$ cat config.mk
export PLATFORM = sky130hd
export DESIGN_NAME = mix_bist_ctrl
export DESIGN_NICKNAME = d
export VERILOG_FILES = /design/src/rtl/mix_bist_ctrl.sv
export SDC_FILE = /design/constraint.sdc
export NUM_CORES = 1
export LEC_CHECK = 0
export ABC_AREA = 1
export CAP_MARGIN = 10
export CORE_UTILIZATION = 52
export DETAILED_ROUTE_END_ITERATION = 10
export PLACE_DENSITY = 0.84
export SLEW_MARGIN = 10
export SYNTH_ARGS = -nofsm -noshare
export SYNTH_HDL_FRONTEND = slang
export SYNTH_SLANG_ARGS = --single-unit
$ cat constraint.sdc
create_clock -name clk -period 2.1 [get_ports clk]
set_input_delay 0.42 -clock clk [delete_from_list [all_inputs] [get_ports clk]]
set_output_delay 0.42 -clock clk [all_outputs]
set_load 0.01 [all_outputs]
$ cat src/rtl/mix_bist_ctrl.sv
// -----------------------------------------------------------------------------
// mix_bist_ctrl
//   Built-in self-test driver for the small combinational mix netlists.
//   A 7-bit maximal LFSR (x^7 + x^6 + 1) supplies pseudo-random vectors to the
//   circuit under test; each response is folded into a 16-bit MISR
//   (CRC-CCITT polynomial 0x1021). After NUM_PATTERNS vectors the signature is
//   compared with GOLDEN and the verdict is held until the next run.
//
// Ports
//   clk          in   clock, all state updates on the rising edge
//   rst_n        in   asynchronous active-low reset
//   start        in   level; begins a run when sampled in IDLE or DONE
//   cut_pi       out  [PI_W]   vector driven to the CUT primary inputs
//   cut_po       in   [PO_W]   CUT response, combinational from cut_pi
//   busy         out  high in APPLY, CAPTURE and COMPARE
//   done         out  high in DONE
//   pass         out  signature == GOLDEN, meaningful only while done = 1
//   signature    out  [MISR_W] current MISR contents
//   pattern_cnt  out  [7]      responses captured in the current run
// -----------------------------------------------------------------------------
module mix_bist_ctrl #(
    parameter int          PI_W         = 7,
    parameter int          PO_W         = 6,
    parameter int          NUM_PATTERNS = 64,
    parameter logic [6:0]  LFSR_SEED    = 7'h01,
    parameter int          MISR_W       = 16,
    parameter logic [15:0] GOLDEN       = 16'h0000
) (
    input  logic              clk,
    input  logic              rst_n,
    input  logic              start,
    output logic [PI_W-1:0]   cut_pi,
    input  logic [PO_W-1:0]   cut_po,
    output logic              busy,
    output logic              done,
    output logic              pass,
    output logic [MISR_W-1:0] signature,
    output logic [6:0]        pattern_cnt
);

    // An all-zero seed would lock the LFSR at zero forever.
    localparam logic [6:0]        SEED_EFF  = (LFSR_SEED == 7'h00) ? 7'h01 : LFSR_SEED;
    localparam logic [6:0]        LAST_CNT  = 7'(NUM_PATTERNS);
    localparam logic [MISR_W-1:0] MISR_POLY = MISR_W'(16'h1021);

    typedef enum logic [2:0] {
        S_IDLE,
        S_APPLY,
        S_CAPTURE,
        S_COMPARE,
        S_DONE
    } state_t;

    state_t             r_state;
    state_t             w_state_nxt;
    logic [6:0]         r_lfsr;
    logic [MISR_W-1:0]  r_misr;
    logic [6:0]         r_cnt;
    logic               r_pass;

    logic               w_run_start;
    logic               w_capture;
    logic               w_compare;
    logic [6:0]         w_cnt_inc;
    logic [MISR_W-1:0]  w_misr_nxt;
    logic [6:0]         w_lfsr_nxt;
    logic               w_drive_pi;

    // -------------------------------------------------------------------------
    // State register
    // -------------------------------------------------------------------------
    // NOTE: sequential state is written with non-blocking assignments so every
    // flop samples the pre-edge values of its neighbours, just like hardware.
    always_ff @(posedge clk or negedge rst_n) begin
        if (!rst_n) begin
            r_state <= S_IDLE;
        end else begin
            r_state <= w_state_nxt;
        end
    end

    // -------------------------------------------------------------------------
    // Next-state and datapath control
    // -------------------------------------------------------------------------
    assign w_cnt_inc = r_cnt + 7'd1;

    // NOTE: every signal written here gets a default first; a path that left
    // one unassigned would make synthesis infer a latch to hold its old value.
    always_comb begin
        w_state_nxt = r_state;
        w_run_start = 1'b0;
        w_capture   = 1'b0;
        w_compare   = 1'b0;
        unique case (r_state)
            // DONE restarts exactly like IDLE so back-to-back runs are seamless.
            S_IDLE, S_DONE: begin
                if (start) begin
                    w_state_nxt = S_APPLY;
                    w_run_start = 1'b1;
                end
            end
            S_APPLY: begin
                w_state_nxt = S_CAPTURE;
            end
            S_CAPTURE: begin
                w_capture   = 1'b1;
                w_state_nxt = (w_cnt_inc == LAST_CNT) ? S_COMPARE : S_APPLY;
            end
            S_COMPARE: begin
                w_compare   = 1'b1;
                w_state_nxt = S_DONE;
            end
            default: begin
                w_state_nxt = S_IDLE;
            end
        endcase
    end

    // -------------------------------------------------------------------------
    // LFSR / MISR / counter / verdict
    // -------------------------------------------------------------------------
    assign w_lfsr_nxt = {r_lfsr[5:0], r_lfsr[6] ^ r_lfsr[5]};
    assign w_misr_nxt = {r_misr[MISR_W-2:0], 1'b0}
                      ^ (r_misr[MISR_W-1] ? MISR_POLY : '0)
                      ^ MISR_W'(cut_po);

    always_ff @(posedge clk or negedge rst_n) begin
        if (!rst_n) begin
            r_lfsr <= SEED_EFF;
            r_misr <= '0;
            r_cnt  <= '0;
            r_pass <= 1'b0;
        end else if (w_run_start) begin
            r_lfsr <= SEED_EFF;
            r_misr <= '0;
            r_cnt  <= '0;
            r_pass <= 1'b0;
        end else if (w_capture) begin
            // The vector just captured stays on cut_pi throughout CAPTURE,
            // so the LFSR only advances once its response is absorbed.
            r_lfsr <= w_lfsr_nxt;
            r_misr <= w_misr_nxt;
            r_cnt  <= w_cnt_inc;
        end else if (w_compare) begin
            r_pass <= (r_misr == MISR_W'(GOLDEN));
        end
    end

    // -------------------------------------------------------------------------
    // Outputs
    // -------------------------------------------------------------------------
    assign w_drive_pi  = (r_state == S_APPLY) || (r_state == S_CAPTURE);
    assign cut_pi      = w_drive_pi ? PI_W'(r_lfsr) : '0;
    assign busy        = (r_state == S_APPLY) || (r_state == S_CAPTURE)
                      || (r_state == S_COMPARE);
    assign done        = (r_state == S_DONE);
    assign pass        = r_pass;
    assign signature   = r_misr;
    assign pattern_cnt = r_cnt;

endmodule

==> results of run 1 <==
-- critical path: stages (launching register included) --
cell and delay [ps]:
dfrtp_1 430, inv_1 80, nand3_1 90, nand2_1 60
inv_1 180, nor2_1 60, dlygate4sd2_1 280
-- cell usage in the layout (no fill, tap or decap) --
cell              n
inv_1            36
clkdlybuf4s50_1  33
dfrtp_1          33
nand2_1          22
nor2_1           17
o22ai_1          14
o22ai_2          10
dlygate4sd2_1     8
nand3_1           7
nand4_1           7
xnor2_1           7
o21ai_0           5
clkbuf_4          5
buf_4             4
inv_2             2
nand2_2           2
ha_1              2
nor2_2            1
nand3_4           1
nor3_1            1
o31ai_1           1
a21oi_1           1
a22o_1            1
a32oi_1           1
clkinvlp_4        1
bufinv_16         1
clkbuf_1          1
dfstp_2           1
-- flip-flops by register name (all words and copies together), names as in the netlist --
signal and count:
r_state 3, signature 16, pass 1, pattern_cnt 7, r_lfsr 7
-- metrics by stage --
| step | total power [mW] | utilization (%) |
|---|---|---|
| after floorplan | 1.70 | - |
| after CTS | 2.59 | 72.0 |
| after global routing | 2.74 | 72.0 |
| after detailed placement | 2.13 | 69.7 |
| final | 2.57 | 72.0 |
| after global placement | 2.10 | 69.7 |
-- path summary, 6_finish.rpt --
| kind | cells past startpoint | slack (ps) | to |
|---|---|---|---|
| setup / recovery | 6 | 160 | cut_pi[4] |
| hold / removal | 2 | 470 | r_lfsr[2] |
| setup reg to reg | 6 | 500 | signature[5] |
| hold reg to reg | 2 | 530 | r_lfsr[0] |
| max in group asynchronous | 2 | 1300 | r_lfsr[0] |
| min in group clk | 2 | 530 | r_lfsr[0] |
-- cell families (layout without fill, tap and decap cells) --
family                   Yosys count  count (layout)
adder cells (fa/ha/maj)            2               2
buffers and inverters             43              91
AO/OA/AOI/OAI                     33              33
XOR/XNOR                           7               7
AND/OR/NAND/NOR                   58              58
flip-flops                        34              34
-- cell type report --
cell class / instances / area, sq um / area share, %
Inverter: 38 / 143 / 6.54
Sequential cell: 34 / 852 / 39.1
Tap cell: 44 / 55.1 / 2.53
Multi-Input combinational cell: 100 / 621 / 28.5
Clock buffer: 6 / 41.3 / 1.89
Timing Repair Buffer: 45 / 430 / 19.7
Clock inverter: 2 / 37.5 / 1.72
-- layer usage --
metal	vias up	wire length (microns)	track usage [%]
met2	48	1870	39.6
met1	675	1530	29.0
li1	671	-	-
met4	0	38	5.44
met5	-	0	0
met3	8	173	6.37
-- power by group through the flow --
stage | Combinational [mW] | Sequential, mW | Clock [mW]
after floorplan | 0.728 | 0.968 | 0
after global placement | 1.17 | 0.935 | 0
after detailed placement | 1.19 | 0.943 | 0
after CTS | 1.17 | 0.930 | 0.483
after global routing | 1.28 | 0.950 | 0.512
final | 1.17 | 0.929 | 0.472
-- repair_timing --
action                                  in CTS  in global routing
endpoints found under the setup margin       8                  0
hold buffers                                 0                  0
setup buffers                                0                  0
resized for setup                            8                  0
==> summary.md, run 1 <==
| Metric | Value |
|---|---|
| Outcome | `complete, no violations` |
| Worst Path Required | `about 1700 ps` |
| WS Path Type | `flop to output pin` |
| Lkg Pwr | `0.978 nW` |
| Drt pass-1 iters | `4` |
| Buffer depth of the longest clock path | `2` |
| Min Hold Slack | `475 ps` |
| Pre-CTS setup slack | `between 200 and 300 ps` |
| Syn Nets | `~190` |
| Peak supply drop | `around 0.00072 V` |
| Fillcell total | `around 240` |
| Total gr overflow | `0` |
| Avg Inst Size Synth | `~9.3 sq um` |
| Post-route cell area | `between 2000 and 2500 sq um` |
| Reg2reg start | `r_state[2]` |
| # setup viols final | `0` |
| Die height | `between 50 and 60 microns` |
| Slew headroom | `roughly 72%` |
| Syn Inst Count | `approximately 180` |
| Die W | `a little under 60 microns` |
| Top post-synthesis cells by area | `dfrtp_1 50%, inv_1 8.2%, o22ai_2 7.6%` |
| Pwr Density | `approximately 1200 nW/um^2` |
| Synth cell count leaders | `36 x inv_1, 33 x dfrtp_1, 22 x nand2_1` |
| Setup ws final | `~160 ps` |
| Antenna viol nets, final | `0` |
| FF+latch count, synth | `34` |
| Crit-path max FO | `7` |
| Post-synthesis sequential area ratio | `approximately half` |
| Final period util | `between 90 and 100%` |
| Clock Latency Late Sink | `roughly 330 ps` |
| Drt initial violations | `76` |
| Vias in the first global route | `approximately 1.4k` |
| Internal power | `about 1.6 mW` |
| Largest family of logic cells by synthesized area | `compound AO/OA/AOI/OAI gates` |
| Top cell type's share of synthesized area | `50.0%` |
| Area Growth Syn to Fin | `31.9%` |
| Top FF cell, synth | `dfrtp_1` |
| CP startpoint kind | `flop` |
| # clock sinks | `34` |
| Post-synth ARST share | `100%` |
| Seq pwr share | `36.1%` |
| Max-cap violations | `0` |
| First-pass GRT wire length | `around 6 mm` |
| I/O pin total | `42` |
| Die area | `roughly 3400 sq um` |
| Sw Pwr | `~0.99 mW` |
| Pins Over Slew Limit | `0` |
| Logic gate share of total power | `between 40% and 50%` |
| GPL Wtd Cong | `around 0.8` |
| Peak Freq | `~510 MHz` |
| Initial antenna violation count | `0` |
| Root Driver | `clkbuf_4` |
| Post-synthesis simple-gate area fraction | `16.1%` |
| Final min period | `slightly below 2000 ps` |
| Synth Warn # | `0` |
| WL/cell | `13.4 microns` |
| Num CTS Buffers | `5` |
| Largest net degree at the start of global routing | `35` |
| RSZ-0062 raised after global routing | `no` |
| Hold Fails Final Rpt | `0` |
| Worst Max-Slew Pin Slew | `420 ps` |
| Port bufs | `41` |
| Sw Share | `38.7%` |
| Initial Util | `between 50% and 60%` |
| Mux share of post-synthesis cell area | `0%` |
| Synthesized area | `around 1700 sq um` |
| Worst EP arrival | `roughly 1500 ps` |
| Max H-tree Level | `2` |
| WL final | `between 3 and 4 mm` |
| Vias per cell | `5.21` |
| DP HPWL | `roughly 2.5 mm` |
| CP startpoint | `r_state[1]` |
| Post-synthesis compound-gate area fraction | `roughly 16%` |
| Number of flops mapped to enable cells by yosys | `0` |
| Placed cell count | `between 200 and 300` |
| Most frequent cell after synthesis | `inv_1` |
| Diodes inserted | `0` |
| CTS tree | `done` |
| Cell Rows | `20` |
| DRC Markers | `0` |
| Hold Path Class | `primary input to asynchronous set/reset pin` |
| Netlist cell types | `23` |
| Post-Synth XOR/XNOR Area | `3.71%` |
| Post-DP Area | `between 2000 and 2500 sq um` |
| Clock power frac | `18.4%` |
| Core area | `3030 sq um` |
| Vias | `approximately 1.4k` |
| Dominant cell type by area after synthesis | `dfrtp_1` |
| TNS Setup | `0 ps` |
| Final Skew | `8.41 ps` |
| Critical path endpoint category | `output pin` |
| Nets | `235` |
| Synth Area in Adders | `under 10%` |
| Non-filler instance count after layout | `approximately 270` |
| Share of cells above drive strength 1 | `roughly an eighth` |
| Global Route Usage Sum | `a little under a quarter` |
| CTS clk-pin slew, worst paths | `between 100 and 150 ps` |
Power figures use the tool's default switching activity.
==> inputs of run 2 (changes only) <==
Settings changed: GPL_ROUTABILITY_DRIVEN set to 0.
==> results of run 2 <==
The final DEF is identical to that of run 1; final timing and power are the same.
==> inputs of run 3 (changes only) <==
--- a/constraint.sdc
+++ b/constraint.sdc
@@ -3,2 +3,2 @@
 set_output_delay 0.42 -clock clk [all_outputs]
-set_load 0.01 [all_outputs]
+set_load 0.02 [all_outputs]
==> summary.md, run 3 (synthesis gave the netlist of run 1 again) <==
| Metric | Value |
|---|---|
| Outcome | `complete, no violations` |
| Most frequent cells in the layout | `36 x inv_1, 33 x clkdlybuf4s50_1, 33 x dfrtp_1` |
| Initial Util | `a little over half` |
| Worst path top cell family by delay | `buffers and inverters` |
| Die W | `58.4 microns` |
| Buf/Inv on CP | `1` |
| Nets | `~240` |
| Final min period | `1980 ps` |
| Slowest stage delay, CP | `610 ps` |
| CTS clk-pin slew, worst paths | `approximately 110 ps` |
| Sw Share | `between 40% and 50%` |
| Slew headroom | `a little over 70%` |
| Final period util | `between 90% and 100%` |
| Initial antenna violation count | `0` |
| WS Path Type | `flop to output pin` |
| Hold buffer count at cts | `0` |
| First-pass GRT wire length | `5.96 mm` |
| Most common cell after layout, fill and taps aside | `inv_1` |
| # setup viols final | `0` |
| Largest register FFs | `16` |
| Die height | `slightly below 60 microns` |
| Worst EP arrival | `~1600 ps` |
| Critical path endpoint category | `output pin` |
| Peak Freq | `505 MHz` |
| WL/cell | `13.4 microns` |
| Max H-tree Level | `2` |
| DRC Markers | `0` |
| Core Util, Final | `between 70% and 80%` |
| Drt initial violations | `80` |
| RSZ-0062 raised after global routing | `no` |
| Vias in the first global route | `around 1.4k` |
| Buffer depth of the longest clock path | `2` |
| R2R cell count | `6` |
| WL final | `3.61 mm` |
| I/O pin total | `42` |
| Hold Fails Final Rpt | `0` |
| Clock Latency Late Sink | `330 ps` |
| Vias | `1393` |
| Internal power | `1.57 mW` |
| Share of cells above drive strength 1 | `between 10% and 20%` |
| Max-cap violations | `0` |
| Diodes inserted | `0` |
| Lkg Pwr | `roughly 0.96 nW` |
| Worst path cell trace | `nor2_2, nor2_1, clkdlybuf4s50_1` |
| Final Skew | `~9 ps` |
| R2R setup slack | `490 ps` |
| Worst Max-Slew Pin Slew | `between 400 and 500 ps` |
| Largest net degree at the start of global routing | `35` |
| Crit-path slowest cell | `clkdlybuf4s50_1` |
| Root Driver | `clkbuf_4` |
| Antenna viol nets, final | `0` |
| # clock sinks | `34` |
| Fillcell total | `approximately 240` |
| CTS tree | `done` |
| Worst r2r dst | `signature[5]` |
| Peak supply drop | `around 0.00075 V` |
| Multi-input gate area | `~620 sq um` |
| Clock power frac | `17.7%` |
| Port bufs | `slightly above 40` |
| FF/Latch Area | `roughly 850 sq um` |
| Pwr Density | `~1200 nW/um^2` |
| Area Growth Syn to Fin | `30.6%` |
| Cell Rows | `20` |
| Core area | `3030 sq um` |
| Drt pass-1 iters | `5` |
| Sw Pwr | `around 1.1 mW` |
| Vias per cell | `just over 5` |
| Seq pwr share | `roughly a third` |
| Crit-path max FO | `3` |
| Worst Path Required | `roughly 1700 ps` |
| Global Route Usage Sum | `between 20 and 25%` |
| Hold Path Class | `primary input to asynchronous set/reset pin` |
| TNS Setup | `0 ps` |
| Die area | `3410 sq um` |
| Logic gate share of total power | `between 40% and 50%` |
| Reg2reg start | `r_state[2]` |
| CP startpoint kind | `flop` |
| Pins Over Slew Limit | `0` |
| DP HPWL | `between 2 and 3 mm` |
| Total gr overflow | `0` |
| Num CTS Buffers | `5` |
==> run 3: changes by cell type in the layout (fill, tap and decap cells not counted) <==
| cell | change |
|---|---|
| clkbuf_2 | +6 |
| clkdlybuf4s15_1 | +1 |
| dlygate4sd2_1 | -7 |
==> run 3: worst reg2reg max path, stage by stage, from the launching register on <==
cell and delay (ps):
dfrtp_1 400, inv_2 80, nand3_4 70, buf_4 320
nand2_2 210, buf_4 260, o22ai_1 190
==> run 3: layer usage <==
metal  track usage [%]  vias up  routed length (microns)
li1                  -      671                        -
met5                 0        -                        0
met1              29.0      674                     1550
met3              6.37        4                      164
met2              39.6       44                     1860
met4              5.44        0                       25
==> run 3: layout make-up <==
type	instances	area share, %
Clock buffer	6	1.91
Clock inverter	2	1.74
Inverter	38	6.61
Multi-Input combinational cell	100	28.8
Sequential cell	34	39.5
Tap cell	44	2.55
Timing Repair Buffer	45	19.0
==> run 3: how the worst max path moves through the flow <==
stage                           end        from  cells past startpoint  slack [ps]
final                          busy  r_state[1]                      3         120
after global routing      cut_pi[3]  r_state[2]                      6         0.1
after CTS                 cut_pi[4]  r_state[2]                      6          70
after detailed placement  cut_pi[4]  r_state[2]                      6         180
after global placement    cut_pi[4]  r_state[2]                      6         230
after floorplan           cut_pi[0]  r_state[0]                      5         630
==> run 3: timing repair <==
action,CTS,global route
endpoints found under the setup margin,8,7
resized for setup,8,13
setup buffers,0,0
==> run 3: power groups by stage <==
stage | clock network, mW | logic, mW | registers [mW]
floorplan | 0 | 0.766 | 1.03
global placement | 0 | 1.27 | 0.935
detailed placement | 0 | 1.29 | 0.943
CTS | 0.483 | 1.28 | 0.930
global route | 0.512 | 1.38 | 0.950
finish | 0.472 | 1.27 | 0.929
==> run 3: stage by stage <==
stage / cell area, sq um / worst slack [ps] / hold WS [ps] / power, mW / cells
2_1_floorplan: 1650 / 629 / 124 / 1.80 / 177
3_3_place_gp: 2110 / 231 / 511 / 2.21 / 261
3_5_place_dp: 2110 / 184 / 506 / 2.24 / 261
4_1_cts: 2180 / 72.1 / 475 / 2.69 / 269
5_1_grt: 2160 / 0.148 / 499 / 2.84 / 269
6_report: 2160 / 120 / 475 / 2.67 / 269
